File: src/rtl/rom_loader.sv
// rom_loader: boot-time image copier.
// Walks a flat byte pointer over SLOTS slots of 2^SLOTW bytes each. Every byte
// is fetched from the selected ROM image (or replaced by FILL past the image
// length / for slots with no image) and written to RAM through a stallable
// request/acknowledge port. Raises init when every slot has been written and
// restarts from address 0 on reload.
module rom_loader #(
    parameter int unsigned SLOTW   = 15,
    parameter int unsigned SLOTS   = 4,
    parameter int unsigned IMAGES  = 3,
    parameter logic [IMAGES*(SLOTW+1)-1:0] LENS = {3{16'h8000}},
    parameter int unsigned ROM_LAT = 1,
    parameter logic [7:0]  FILL    = 8'hFF,
    localparam int unsigned SELW   = (IMAGES > 1) ? $clog2(IMAGES) : 1,
    localparam int unsigned AW     = SLOTW + $clog2(SLOTS)
) (
    input  logic            clock,
    input  logic            reset,
    input  logic            start,
    input  logic            reload,
    output logic [SELW-1:0] romSel,
    output logic [SLOTW-1:0] romA,
    input  logic [7:0]      romQ,
    output logic            memW,
    input  logic            memAck,
    output logic [AW-1:0]   memA,
    output logic [7:0]      memD,
    output logic            busy,
    output logic            init
);

    typedef enum logic [1:0] {
        IDLE  = 2'd0,
        FETCH = 2'd1,
        WRITE = 2'd2,
        DONE  = 2'd3
    } state_e;

    localparam int unsigned    LW       = SLOTW + 1;
    localparam logic [AW-1:0]  PTR_LAST = {AW{1'b1}};
    localparam logic [AW-1:0]  PTR_ONE  = AW'(1);
    localparam logic [2:0]     LAT_LAST = 3'(ROM_LAT);

    state_e          state_q, state_d;
    logic [AW-1:0]   ptr_q, ptr_d;
    logic [2:0]      cnt_q, cnt_d;
    logic            memw_q, memw_d;
    logic [7:0]      memd_q, memd_d;
    logic            reload_pend_q, reload_pend_d;

    int unsigned     slot;
    logic [SLOTW-1:0] offset;
    logic [LW-1:0]   slot_len;
    logic            is_fill;

    // Decode the pointer into slot/offset and decide whether this byte is padding.
    always_comb begin
        slot     = 32'(ptr_q) >> SLOTW;
        offset   = ptr_q[SLOTW-1:0];
        slot_len = '0;
        for (int unsigned i = 0; i < IMAGES; i++) begin
            if (slot == i) slot_len = LENS[i*LW +: LW];
        end
        is_fill = (slot >= IMAGES) || ({1'b0, offset} >= slot_len);
    end

    // The ROM and RAM addresses come straight from the pointer register, so
    // they are stable for the whole fetch and the whole write handshake.
    assign romSel = SELW'(slot);
    assign romA   = offset;
    assign memA   = ptr_q;
    assign memW   = memw_q;
    assign memD   = memd_q;
    assign busy   = (state_q == FETCH) || (state_q == WRITE);
    assign init   = (state_q == DONE);

    // Next-state logic: fetch wait, write handshake, pause on start low, reload restart.
    always_comb begin
        // NOTE: every variable gets its hold value first so no path leaves it unassigned (no latches).
        state_d       = state_q;
        ptr_d         = ptr_q;
        cnt_d         = cnt_q;
        memw_d        = memw_q;
        memd_d        = memd_q;
        reload_pend_d = reload_pend_q;

        unique case (state_q)
            IDLE: begin
                ptr_d = '0;
                cnt_d = '0;
                if (start && !reload) state_d = FETCH;
            end

            FETCH: begin
                if (reload) begin
                    state_d = IDLE;
                    ptr_d   = '0;
                    cnt_d   = '0;
                end else if (start) begin
                    if (is_fill) begin
                        // Padding bytes never wait for the ROM.
                        memd_d  = FILL;
                        memw_d  = 1'b1;
                        cnt_d   = '0;
                        state_d = WRITE;
                    end else if (cnt_q == LAT_LAST) begin
                        // romQ now reflects the address driven since entry.
                        memd_d  = romQ;
                        memw_d  = 1'b1;
                        cnt_d   = '0;
                        state_d = WRITE;
                    end else begin
                        cnt_d = cnt_q + 3'd1;
                    end
                end
            end

            WRITE: begin
                if (memAck) begin
                    memw_d        = 1'b0;
                    reload_pend_d = 1'b0;
                    if (reload || reload_pend_q) begin
                        // The accepted write counts, but the copy restarts at 0.
                        state_d = IDLE;
                        ptr_d   = '0;
                    end else if (ptr_q == PTR_LAST) begin
                        state_d = DONE;
                    end else begin
                        ptr_d   = ptr_q + PTR_ONE;
                        state_d = FETCH;
                    end
                end else if (reload) begin
                    // An outstanding request is never withdrawn; remember the restart.
                    reload_pend_d = 1'b1;
                end
            end

            DONE: begin
                if (reload) begin
                    state_d = IDLE;
                    ptr_d   = '0;
                end
            end

            default: state_d = IDLE;
        endcase
    end

    // State and datapath registers with asynchronous active-low reset.
    always_ff @(posedge clock or negedge reset) begin
        if (!reset) begin
            state_q       <= IDLE;
            ptr_q         <= '0;
            cnt_q         <= '0;
            memw_q        <= 1'b0;
            memd_q        <= FILL;
            reload_pend_q <= 1'b0;
        end else begin
            // NOTE: non-blocking assignments so every register samples pre-edge values.
            state_q       <= state_d;
            ptr_q         <= ptr_d;
            cnt_q         <= cnt_d;
            memw_q        <= memw_d;
            memd_q        <= memd_d;
            reload_pend_q <= reload_pend_d;
        end
    end

endmodule
File: config.mk
export PLATFORM = sky130hd
export DESIGN_NAME = rom_loader
export DESIGN_NICKNAME = d
export VERILOG_FILES = /design/src/rtl/rom_loader.sv
export SDC_FILE = /design/constraint.sdc
export NUM_CORES = 1
export LEC_CHECK = 0
export ABC_AREA = 1
export CAP_MARGIN = 20
export CORE_UTILIZATION = 23
export DETAILED_ROUTE_END_ITERATION = 8
export DONT_BUFFER_PORTS = 1
export SYNTH_ARGS = -nofsm -noshare
export SYNTH_HDL_FRONTEND = slang
export SYNTH_SLANG_ARGS = --single-unit
File: constraint.sdc
create_clock -name clock -period 3 [get_ports clock]
set_clock_uncertainty 0.2 [all_clocks]
set_input_delay 0.3 -clock clock [delete_from_list [all_inputs] [get_ports clock]]
set_output_delay 0.3 -clock clock [all_outputs]
set_load 0.005 [all_outputs]
==> qor.csv <==
stage,metric,value,unit
status,outcome,finished clean,
detailed_routing,via count,1546,
pwr,Total Power,1624,uW
synth,number of synthesized flops with an enable pin,0,
setup_path,critical path's top delay family,simple AND/OR/NAND/NOR gates,
setup_path,Worst Setup Path Type,reg -> reg,
detailed_routing,Wirelength per Cell,11.79,microns
setup_path,crit path from,memA[1],
setup_path,Max stage delay on crit path,0.46,ns
pwr,power per cell area,750.5,nW/um^2
clock_tree,cts bufs inserted,5,
grt,largest net degree at the start of global routing,33,
die,Die Span X,94.57,microns
detailed_routing,post-route ant nets,0,
setup_path,R2R cell count,12,
synth,Yosys top cell by area,dfrtp_1,
clock_tree,TritonCTS clock tree,yes,
placed_design,dpl ws,0.4045,ns
setup_path,WP depth,12,
die,Rows,33,
pwr,worst IR drop on VDD,0.0003589,V
synth,most common cell in the netlist,nand2_1,
synth,Synth area leaders,"dfrtp_1, nand2_1, dfstp_2",
timing,Tmin final,2.606,ns
timing,"Slew Viols, Final",0,
timing,Max-Slew Margin vs Limit,73.71,%
timing,Final Cycle Share,86.86,%
synth,asr flop ratio synth,100.0,%
clock_tree,Post-CTS Resized,0,
synth,most frequent cells after synthesis,"nand2_1, nor2_1, dfrtp_1",
final_layout,Layout area overhead,9.778,%
clock_tree,clk sinks,32,
die,die height,94.57,microns
final_layout,Util after Layout,26.20,%
setup_path,CP startpoint kind,register,
clock_tree,Clock Latency Late Sink,0.28,ns
synth,sequential area share after synthesis,41.14,%
synth,post-synthesis net count,277,
grt,overall routing resource usage,10.53,%
synth,Synth Flop Type,dfrtp_1,
setup_path,crit-path max FO,18,
clock_tree,cts hold-fix bufs,11,
setup_path,Critical Path RT,3.02,ns
die,total die area,8943,sq um
setup_path,CP max stage cell,dfrtp_1,
worst_hold_path,worst hold path class,in -> reg,
clock_tree,post-CTS setup buffers,0,
clock_tree,maximum buffer depth of the clock tree,2,
final_layout,Antenna Cells,0,
grt,first-pass GRT wire length,7176,microns
clock_tree,H-tree levels,2,
flow_run,Max-Cap Viols,0,
setup_path,crit-path cells,"ha_1, nand3_2, nor2_2, nand4_1, nor2_1, ha_1, nand3_2, nand3_4, inv_4, nand2_2, nand2_1, a21oi_2",
clock_tree,Root Driver,clkbuf_8,
synth,mapped cell area,1971,sq um
placed_design,GP Congestion,0.8136,
setup_path,Setup crit end kind,register,
setup_path,R2R Path End,memA[3],
synth,area fraction of the dominant cell type after synthesis,30.48,%
setup_path,"setup slack, reg-to-reg",0.39,ns
detailed_routing,DRC viols,0,
grt,initial antenna violation count,0,
pwr,Leakage,0.0009276,uW
setup_path,Worst Path Buf+Inv,1,
placed_design,hpwl dp,3026,microns
final_layout,layout cells sized above 1,14.12,%
timing,final setup TNS,0,ns
synth,Cells after Synth,257,
placed_design,number of I/O port buffers,0,
die,Initial Utilization,23.86,%
timing,Slew @ Worst Pin,0.3925,ns
die,core area,8258,sq um
final_layout,final net count,274,
setup_path,crit path DAT,2.62,ns
die,io pins,58,
detailed_routing,DR vias/cell,4.294,
timing,Final Hold Vio Count,0,
grt,total gr overflow,0,
timing,fmax,383.7,MHz
setup_path,end of the critical path,memA[3],
timing,RSZ-0062 raised after global routing,false,
grt,vias in the first global route,1530,
timing,Final setup viols,0,
synth,synth unique cells,27,
timing,post-route setup slack,0.3941,ns
final_layout,Layout fillers,874,
synth,Avg Inst Size Synth,7.668,sq um
clock_tree,clock-pin slew of the registers on the worst-case setup and hold paths,0.07,ns
detailed_routing,DRT iter0 DRCs,57,
synth,Ys Warns,0,
setup_path,r2r startpoint,memA[1],
detailed_routing,routed wire length,4245,microns
detailed_routing,First-pass DRT Iterations,4,
synth,Seq cells post-synth,32,
==> layout by cell type, fill, tap and decap left out, types with 3 or more instances in the layout <==
master	count
dfrtp_1	24
o21ai_2	3
o21ai_0	17
nand4_1	3
nand3_1	14
dfstp_2	8
nor2_2	5
nor2_1	47
clkbuf_8	5
inv_1	21
a21oi_1	10
nand2_1	61
ha_1	7
dlygate4sd3_1	10
==> logic make-up after synthesis <==
kind of cell	after synthesis	share of synthesized area (%)
compound gates	36	11.37
xor+xnor	1	0.4445
fa+ha+maj	7	4.444
buf+inv	45	13.14
flops	32	41.14
simple gates	136	29.46
==> through the flow <==
stage                     instance area (sq um)  instances  hold slack (ns)
after floorplan                            1971        257          -0.1956
after global placement                     1936        341          -0.1946
after detailed placement                   1936        341          -0.1947
after CTS                                  2163        360          0.01900
after global routing                       2163        360          0.01564
final                                      2163        360          0.03556
==> layout make-up <==
| class | instances | area, sq um | area share, % |
|---|---|---|---|
| Clock buffer | 6 | 72.57 | 3.355 |
| Timing Repair Buffer | 11 | 120.1 | 5.552 |
| Multi-Input combinational cell | 180 | 900.9 | 41.64 |
| Sequential cell | 32 | 810.8 | 37.48 |
| Clock inverter | 2 | 35.03 | 1.619 |
| Tap cell | 105 | 131.4 | 6.073 |
| Inverter | 24 | 92.59 | 4.280 |
==> where the power goes <==
part           internal, uW  switching (uW)  total (uW)
Sequential              561            79.1         640
Clock                   246             159         405
Combinational           195             383         578
==> worst reg2reg max path, delay by kind of cell, from the launching register on <==
| family | cells | cell delay, ns |
|---|---|---|
| compound gates | 1 | 0.10 |
| flops | 1 | 0.46 |
| fa+ha+maj | 2 | 0.42 |
| buf+inv | 1 | 0.13 |
| simple gates | 8 | 1.24 |
==> worst min path at each step <==
stage          startpoint  endpoint  depth (start not counted)
2_1_floorplan       reset  cnt_q[0]                          0
3_5_place_dp        reset   memA[0]                          0
6_report           reload   memA[2]                          3
5_1_grt            reload   memA[2]                          3
4_1_cts            reload   memA[2]                          3
3_3_place_gp        reset   memA[1]                          0
==> routing by layer <==
metal / global-route usage, % / wire length, microns / vias up / share of wire [%]
met4: 2.652 / 28 / 0 / 0.66
li1: - / - / 791 / -
met5: 0 / 0 / - / 0
met2: 17.27 / 1986 / 57 / 47
met1: 12.75 / 1874 / 693 / 44
met3: 4.348 / 356 / 5 / 8.4
==> registers in the layout (all words and copies together), names as in the netlist <==
name / flops
memA: 17
memD: 8
cnt_q: 3
state_q: 2
memW: 1
reload_pend_q: 1
(Power assumes the default switching activity.)
